### src/rtl/dispatch_steer.sv
// dispatch_steer: in-order dispatch buffer steering renamed instructions into the IQ or LSQ.
module dispatch_steer #(
  parameter int RENISS_WIDTH = 151,
  parameter int DB_ADDR_BITS = 2,
  parameter int MEMWRITE_BIT = 40,
  parameter int MEMREAD_BIT  = 39,
  parameter int CNT_WIDTH    = 16
) (
  input  logic                    CLK,
  input  logic                    RESET,
  input  logic                    FREEZE,
  input  logic                    FLUSH_IN,
  input  logic                    REN_valid_IN,
  input  logic [RENISS_WIDTH-1:0] REN_data_IN,
  output logic                    REN_stall_OUT,
  output logic                    IQ_pushReq_OUT,
  output logic [RENISS_WIDTH-1:0] IQ_pushData_OUT,
  input  logic                    IQ_full_IN,
  output logic                    LSQ_pushReq_OUT,
  output logic [RENISS_WIDTH-1:0] LSQ_pushData_OUT,
  input  logic                    LSQ_full_IN,
  output logic [CNT_WIDTH-1:0]    IQ_disp_count_OUT,
  output logic [CNT_WIDTH-1:0]    LSQ_disp_count_OUT,
  output logic [CNT_WIDTH-1:0]    blocked_cycles_OUT
);
  localparam int DEPTH = 1 << DB_ADDR_BITS;
  localparam int CW = DB_ADDR_BITS + 1;

  logic [RENISS_WIDTH-1:0] data_q [DEPTH];
  logic [DEPTH-1:0]        mem_q;
  logic [DB_ADDR_BITS-1:0] head, tail;
  logic [CW-1:0]           count;
  logic                    disp_ok, head_mem, accept, pop, blocked;

  function automatic logic [CNT_WIDTH-1:0] sat_inc(input logic [CNT_WIDTH-1:0] c, input logic en);
    return (en && !(&c)) ? c + CNT_WIDTH'(1) : c;
  endfunction

  always_comb begin
    REN_stall_OUT    = !RESET & ((count == CW'(DEPTH)) | FREEZE);
    disp_ok          = !RESET & (count != '0) & !FREEZE & !FLUSH_IN;
    head_mem         = mem_q[head];
    LSQ_pushReq_OUT  = disp_ok & head_mem & !LSQ_full_IN;
    IQ_pushReq_OUT   = disp_ok & !head_mem & !IQ_full_IN;
    LSQ_pushData_OUT = LSQ_pushReq_OUT ? data_q[head] : '0;
    IQ_pushData_OUT  = IQ_pushReq_OUT ? data_q[head] : '0;
    blocked          = disp_ok & (head_mem ? LSQ_full_IN : IQ_full_IN);
    accept           = !RESET & REN_valid_IN & !REN_stall_OUT & !FLUSH_IN;
    pop              = LSQ_pushReq_OUT | IQ_pushReq_OUT;
  end

  always_ff @(posedge CLK) begin
    if (RESET) begin
      head               <= '0;
      tail               <= '0;
      count              <= '0;
      IQ_disp_count_OUT  <= '0;
      LSQ_disp_count_OUT <= '0;
      blocked_cycles_OUT <= '0;
    end else if (FLUSH_IN) begin
      head  <= '0;
      tail  <= '0;
      count <= '0;
    end else begin
      if (accept) tail <= tail + DB_ADDR_BITS'(1);
      if (pop) head <= head + DB_ADDR_BITS'(1);
      count              <= count + CW'(accept) - CW'(pop);
      IQ_disp_count_OUT  <= sat_inc(IQ_disp_count_OUT, IQ_pushReq_OUT);
      LSQ_disp_count_OUT <= sat_inc(LSQ_disp_count_OUT, LSQ_pushReq_OUT);
      blocked_cycles_OUT <= sat_inc(blocked_cycles_OUT, blocked);
    end
  end

  // entry storage is never reset; validity is tracked by count alone
  always_ff @(posedge CLK) begin
    if (accept) begin
      data_q[tail] <= REN_data_IN;
      mem_q[tail]  <= REN_data_IN[MEMREAD_BIT] | REN_data_IN[MEMWRITE_BIT];
    end
  end
endmodule

### config.mk
export PLATFORM = sky130hd
export DESIGN_NAME = dispatch_steer
export DESIGN_NICKNAME = d
export VERILOG_FILES = /design/src/rtl/dispatch_steer.sv
export SDC_FILE = /design/constraint.sdc
export NUM_CORES = 1
export LEC_CHECK = 0
export BUFFER_PORTS_ARGS = -buffer_cell sky130_fd_sc_hd__buf_4
export CORE_UTILIZATION = 52
export CTS_BUF_LIST = sky130_fd_sc_hd__clkbuf_8
export CTS_CLUSTER_SIZE = 12
export DETAILED_ROUTE_END_ITERATION = 6
export HOLD_SLACK_MARGIN = 0.03
export PLACE_DENSITY = 0.8
export SLEW_MARGIN = 20
export SYNTH_ARGS = -nofsm -noshare
export SYNTH_HDL_FRONTEND = slang
export SYNTH_SLANG_ARGS = --single-unit
### constraint.sdc
create_clock -name CLK -period 5.2 [get_ports CLK]
set_input_delay 0.52 -clock CLK [delete_from_list [all_inputs] [get_ports CLK]]
set_output_delay 0.52 -clock CLK [all_outputs]
set_load 0.1 [all_outputs]
After elaboration in Yosys (flattened, before gate mapping)

Memories as Yosys holds them, arrays and structs flattened. A register that Yosys moved wholly into a read port is not among the register bits.
Index checks and enable logic that the tools add are counted.

Mux-type cells: 12
Add/sub/neg operators: 7
Equal/unequal tests: 1
Order comparisons: 3
Bitwise operators: 16
Reduce and logical (&&, ||, !) cells: 22

Operator list:

| cell                  | number |
|---|---|
| $mux 151              | 2 |
| $add 16x1->16 const B | 3 |
| $reduce_and 16->1     | 3 |
| $and 1x1->1           | 12 |
| $logic_not 1->1       | 10 |
| $lt 2x3->1 const B    | 2 |
| $reduce_and 2->1      | 3 |
| $mux 1                | 5 |
| $add 2x1->2 const B   | 2 |
| $bwmux 4              | 1 |
| $logic_and 1x1->1     | 4 |
| $mux 2                | 2 |
| $add 3x1->3           | 1 |
| $eq 3x3->1 const B    | 1 |
| $or 1x1->1            | 3 |
| $reduce_bool 3->1     | 1 |
| $sub 3x1->3           | 1 |
| $bmux 1 s2            | 1 |
| $demux 1 s2           | 1 |
| $ge 2x1->1 const B    | 1 |
| $reduce_or 2->1       | 1 |
| $not 1->1             | 1 |

Output and inout port bits: 353
Input port bits: 158
Memories kept: 1
Word-level logic and storage cells: 69
Bits in registers: 59
Bits in writable memories: 604

Memories:

| name   | words | bits a word | rd ports | clocked after memory_dff | write ports | RTL line | RTL |
|---|---|---|---|---|---|---|---|
| data_q | 4     | 151         | 1        | 1                        | 1           | 29       | `logic [RENISS_WIDTH-1:0] data_q [DEPTH];` |

Longest topological paths before layout

Depth after elaboration: 9
Depth in mapped cells: 12
Mapped depth without buffers: 11

Worst setup path before layout

No wires, ideal clock.

Kind: input port to flip-flop
Start point: input RESET
End point: memory data_q[1][0] (enable)
Stages on the path: 4
Path buffers: 1
Arrival time: 4,573 ps
Data required time: 4,670 ps
Path slack: 97 ps
Setup time: 530 ps
Cell sequence: nor2_1 > and3_1 > clkbuf_1 > and2_1

Word-level cells in the longest chain between the ends: 7
Elaborated cells between the ends (all ways): 8
Classes of those cells: mux: 2; bitwise: 4; reduce/logical: 2

Ends and longest elaborated chain:

| what                           | RTL line | RTL |
|---|---|---|
| start, declared                | 10       | `input logic RESET,` |
| $logic_not 1->1 *              | 40, 48   |  |
| $and 1x1->1                    | 40       | `REN_stall_OUT = !RESET & ((count == CW'(DEPTH)) \| FREEZE);` |
| $logic_not 1->1                | 48       | `accept = !RESET & REN_valid_IN & !REN_stall_OUT & !FLUSH_IN;` |
| $and 1x1->1 * (2 in series)    | 48       |  |
| $mux 1 *                       | 76       | `if (accept) begin` |
| $mux 1 (not written as such) * | 77       | `data_q[tail] <= REN_data_IN;` |
| end, declared                  | 29       |  |

Every way passes the cells marked *; elsewhere a longest branch is shown, timed or not.

Worst setup path after layout

Start point: register head[0]
End point: output LSQ_pushData_OUT[103]

Word-level cells in the longest chain between the ends: 5

Ends and longest elaborated chain:

| what                         | RTL line | RTL |
|---|---|---|
| start, declared              | 31       | `logic [DB_ADDR_BITS-1:0] head, tail;` |
| start signal, assigned       | 66       | `if (pop) head <= head + DB_ADDR_BITS'(1);` |
| $bmux 1 s2                   | 42       | `head_mem = mem_q[head];` |
| $mux 1 (not written as such) | 42       |  |
| $and 1x1->1 (2 in series)    | 43       | `LSQ_pushReq_OUT = disp_ok & head_mem & !LSQ_full_IN;` |
| $mux 151                     | 45       | `LSQ_pushData_OUT = LSQ_pushReq_OUT ? data_q[head] : '0;` |
| end, declared                | 20       | `output logic [RENISS_WIDTH-1:0] LSQ_pushData_OUT,` |

No other way between the ends. The select of a mux whose other input is x is not followed.

==> results.json <==
{
  "vias_per_cell": 5.49,
  "drv_cap": 0,
  "grt_pass1_wl_um": 95800,
  "path_clk_slew_ps": 60,
  "drtAntennaViolNets": 0,
  "drive_above_1_share": 0.370,
  "clock_latency_ps": 700,
  "via_count": 16100,
  "yosys_warnings": 0,
  "crit_chain": "mux4_2, nand3_1, clkinv_2, buf_12, and2_1, buf_4",
  "hold_violations": 0,
  "cts_resized": 0,
  "clkSinkCount": 665,
  "die_area_um2": 52200,
  "grt_max_degree": 94,
  "fmaxAchievable_ghz": 0.217,
  "syn_nets": 1630,
  "finalPower_mw": 10.3,
  "rsz0062_at_grt": "false",
  "fp.coreArea_um2": 50400,
  "num_rows": 82,
  "start_util": 0.530,
  "period_minus_slack_ps": 4610,
  "setup_tns_ps": 0,
  "rrSetupSlack_ps": 1730,
  "path_class": "reg2out",
  "clock-root-buffer": "clkbuf_8",
  "synth_seq_cells": 665,
  "async_flop_share": 0,
  "drt-initial-drc-count": 1101,
  "synth_ff_type": "edfxtp_1",
  "place.gp.congestion": 0.829,
  "multi_input_area_um2": 6960,
  "end_kind": "primary output",
  "die_x_um": 228,
  "cpPeakStageDelay_ps": 770,
  "area_delta_synth_final_pct": 30.6,
  "required_ps": 4680,
  "cts_setup_buffers": 0,
  "antenna_found_initial": 8,
  "track_usage": 0.242,
  "cts_tree": "yes",
  "wl_um": 63400,
  "grt_remaining_overflow": 0,
  "crit_slowest_cell": "clkinv_2",
  "syn_area_um2": 26700,
  "ys_seq_area_frac": 0.727,
  "nFillCells": 3154,
  "p_leak_nw": 12.4,
  "final_nets": 2338,
  "hold_path_class": "in2reg",
  "worst_pin_slew_ps": 1050,
  "grt_pass1_vias": 16800,
  "syn_avg_cell_area_um2": 18.2,
  "outcome": "completed",
  "hpwl_um": 37700,
  "cp_max_fo": 93,
  "setup_viol": 0,
  "clockBufferDepth": 3,
  "report.final.slew_viol_count": 0,
  "vdd_ir_drop_max_mv": 0.268,
  "dr.pass1.iters": 5,
  "dieHeight_um": 228,
  "drc": 0,
  "h-tree-depth": 3,
  "syn-instance-count": 1462,
  "cts_buffers": 104,
  "portBuffers": 510,
  "register_area_um2": 19400,
  "fin_worst_skew_ps": 39.4,
  "cp_data_arrival_time_ps": 4090,
  "yosys.cell_types.count": 42,
  "synth_edf_count": 608,
  "slew_headroom": 0.303,
  "worstSetupStartpointType": "flop",
  "ioPinCount": 511,
  "p_per_area_nw_per_um2": 296,
  "wl_per_cell_um": 21.7,
  "timing.final.crit_share": 0.887
}
[stage by stage]
| step | utilization | instance area (um^2) | worst slack (ps) | hold slack [ps] | instances |
|---|---|---|---|---|---|
| after floorplan | - | 26700 | 97.4 | 458 | 1462 |
| after global placement | 0.622 | 31400 | 1420 | 471 | 2585 |
| after detailed placement | 0.622 | 31400 | 1280 | 496 | 2585 |
| after CTS | 0.691 | 34800 | 654 | 146 | 2925 |
| after global routing | 0.691 | 34800 | 459 | 178 | 2928 |
| final | 0.691 | 34800 | 589 | 221 | 2928 |
[area by class of cell]
cell class / instances / area share
Antenna cell: 3 / 0.000216
Clock buffer: 109 / 0.0431
Clock inverter: 80 / 0.0124
Inverter: 11 / 0.00122
Multi-Input combinational cell: 706 / 0.200
Sequential cell: 665 / 0.557
Tap cell: 672 / 0.0241
Timing Repair Buffer: 682 / 0.162
[critical path, delay by kind of cell, from the launching register on]
family | cells | cell delay (ps)
AND/OR/NAND/NOR | 2 | 800
buffers and inverters | 3 | 1430
flip-flops | 1 | 370
multiplexers | 1 | 580
[synthesized netlist by cell type, types with 6 or more instances]
cell	instances	area (um^2)
xnor2_1	31	272
ha_1	9	113
nand2_1	15	56.3
dfxtp_1	57	1140
edfxtp_1	608	18300
nor3_1	9	45.0
nor4_1	20	125
mux2i_1	8	80.1
a21oi_1	9	45.0
or3_1	6	37.5
and2_1	157	982
buf_1	11	41.3
nand3_1	18	90.1
nor2_1	49	184
mux4_2	152	3420
nand2b_1	7	43.8
clkbuf_1	66	248
nand4_1	17	106
inv_1	11	41.3
nor2b_1	157	982
[final timing paths]
path,startpoint,end,depth (start not counted)
min,FLUSH_IN,flop,4
max,head[0],LSQ_pushData_OUT[103],6
min reg2reg,blocked_cycles_OUT[15],blocked_cycles_OUT[15],1
max reg2reg,head[0],IQ_disp_count_OUT[6],6
[routing by layer]
metal,global-route usage,routed length (um)
met1,0.292,24600
met3,0.0571,3780
met4,0.0833,1780
met2,0.425,33200
met5,0,64
[timing repair]
item,in CTS,in global routing
endpoints found under the hold margin,604,0
endpoints found under the setup margin,0,0
hold buffers,151,0
[logic make-up (layout without fill, tap and decap cells)]
logic type / count (synthesis) / after routing / share of synthesized area
XOR/XNOR: 31 / 31 / 0.0102
multiplexers: 163 / 163 / 0.133
buffers and inverters: 91 / 882 / 0.0132
flip-flops: 665 / 665 / 0.727
AND/OR/NAND/NOR: 473 / 473 / 0.105
AO/OA/AOI/OAI: 29 / 29 / 0.00718
other: 0 / 3 / 0
adder cells (fa/ha/maj): 10 / 10 / 0.00497
[power breakdown]
group	internal (mW)	switching, mW	total [mW]
registers	5.86	0.00605	5.86
logic	0.183	0.148	0.331
clock network	2.09	2.02	4.11
total	8.13	2.17	10.3
[cells in the final DEF (no fill, tap or decap), types with 4 or more instances in the layout]
master,instances
a211oi_1,4
xnor2_1,31
buf_4,520
nand2b_1,7
or3_1,6
nor2b_1,157
ha_1,9
and2_4,4
a21oi_1,9
dlygate4sd3_1,151
and2_1,153
mux2i_1,8
and4_1,5
nand4_1,17
nor3_1,9
dfxtp_1,55
nor2_1,49
mux4_2,152
o21ai_0,5
clkinv_2,17
nand2_1,15
edfxtp_1,608
nor4_1,19
nand3_1,18
clkinv_1,24
clkbuf_8,109
inv_1,42
buf_12,11
[flip-flops by register name, summed over array words and instances, names as in the netlist, named ones only]
| name | cells |
|---|---|
| mem_q | 4 |
| blocked_cycles_OUT | 16 |
| data_q | 604 |
| tail | 2 |
| head | 2 |
| count | 3 |
| IQ_disp_count_OUT | 16 |
| LSQ_disp_count_OUT | 16 |
Note: power is estimated with default switching activity, not from simulation.
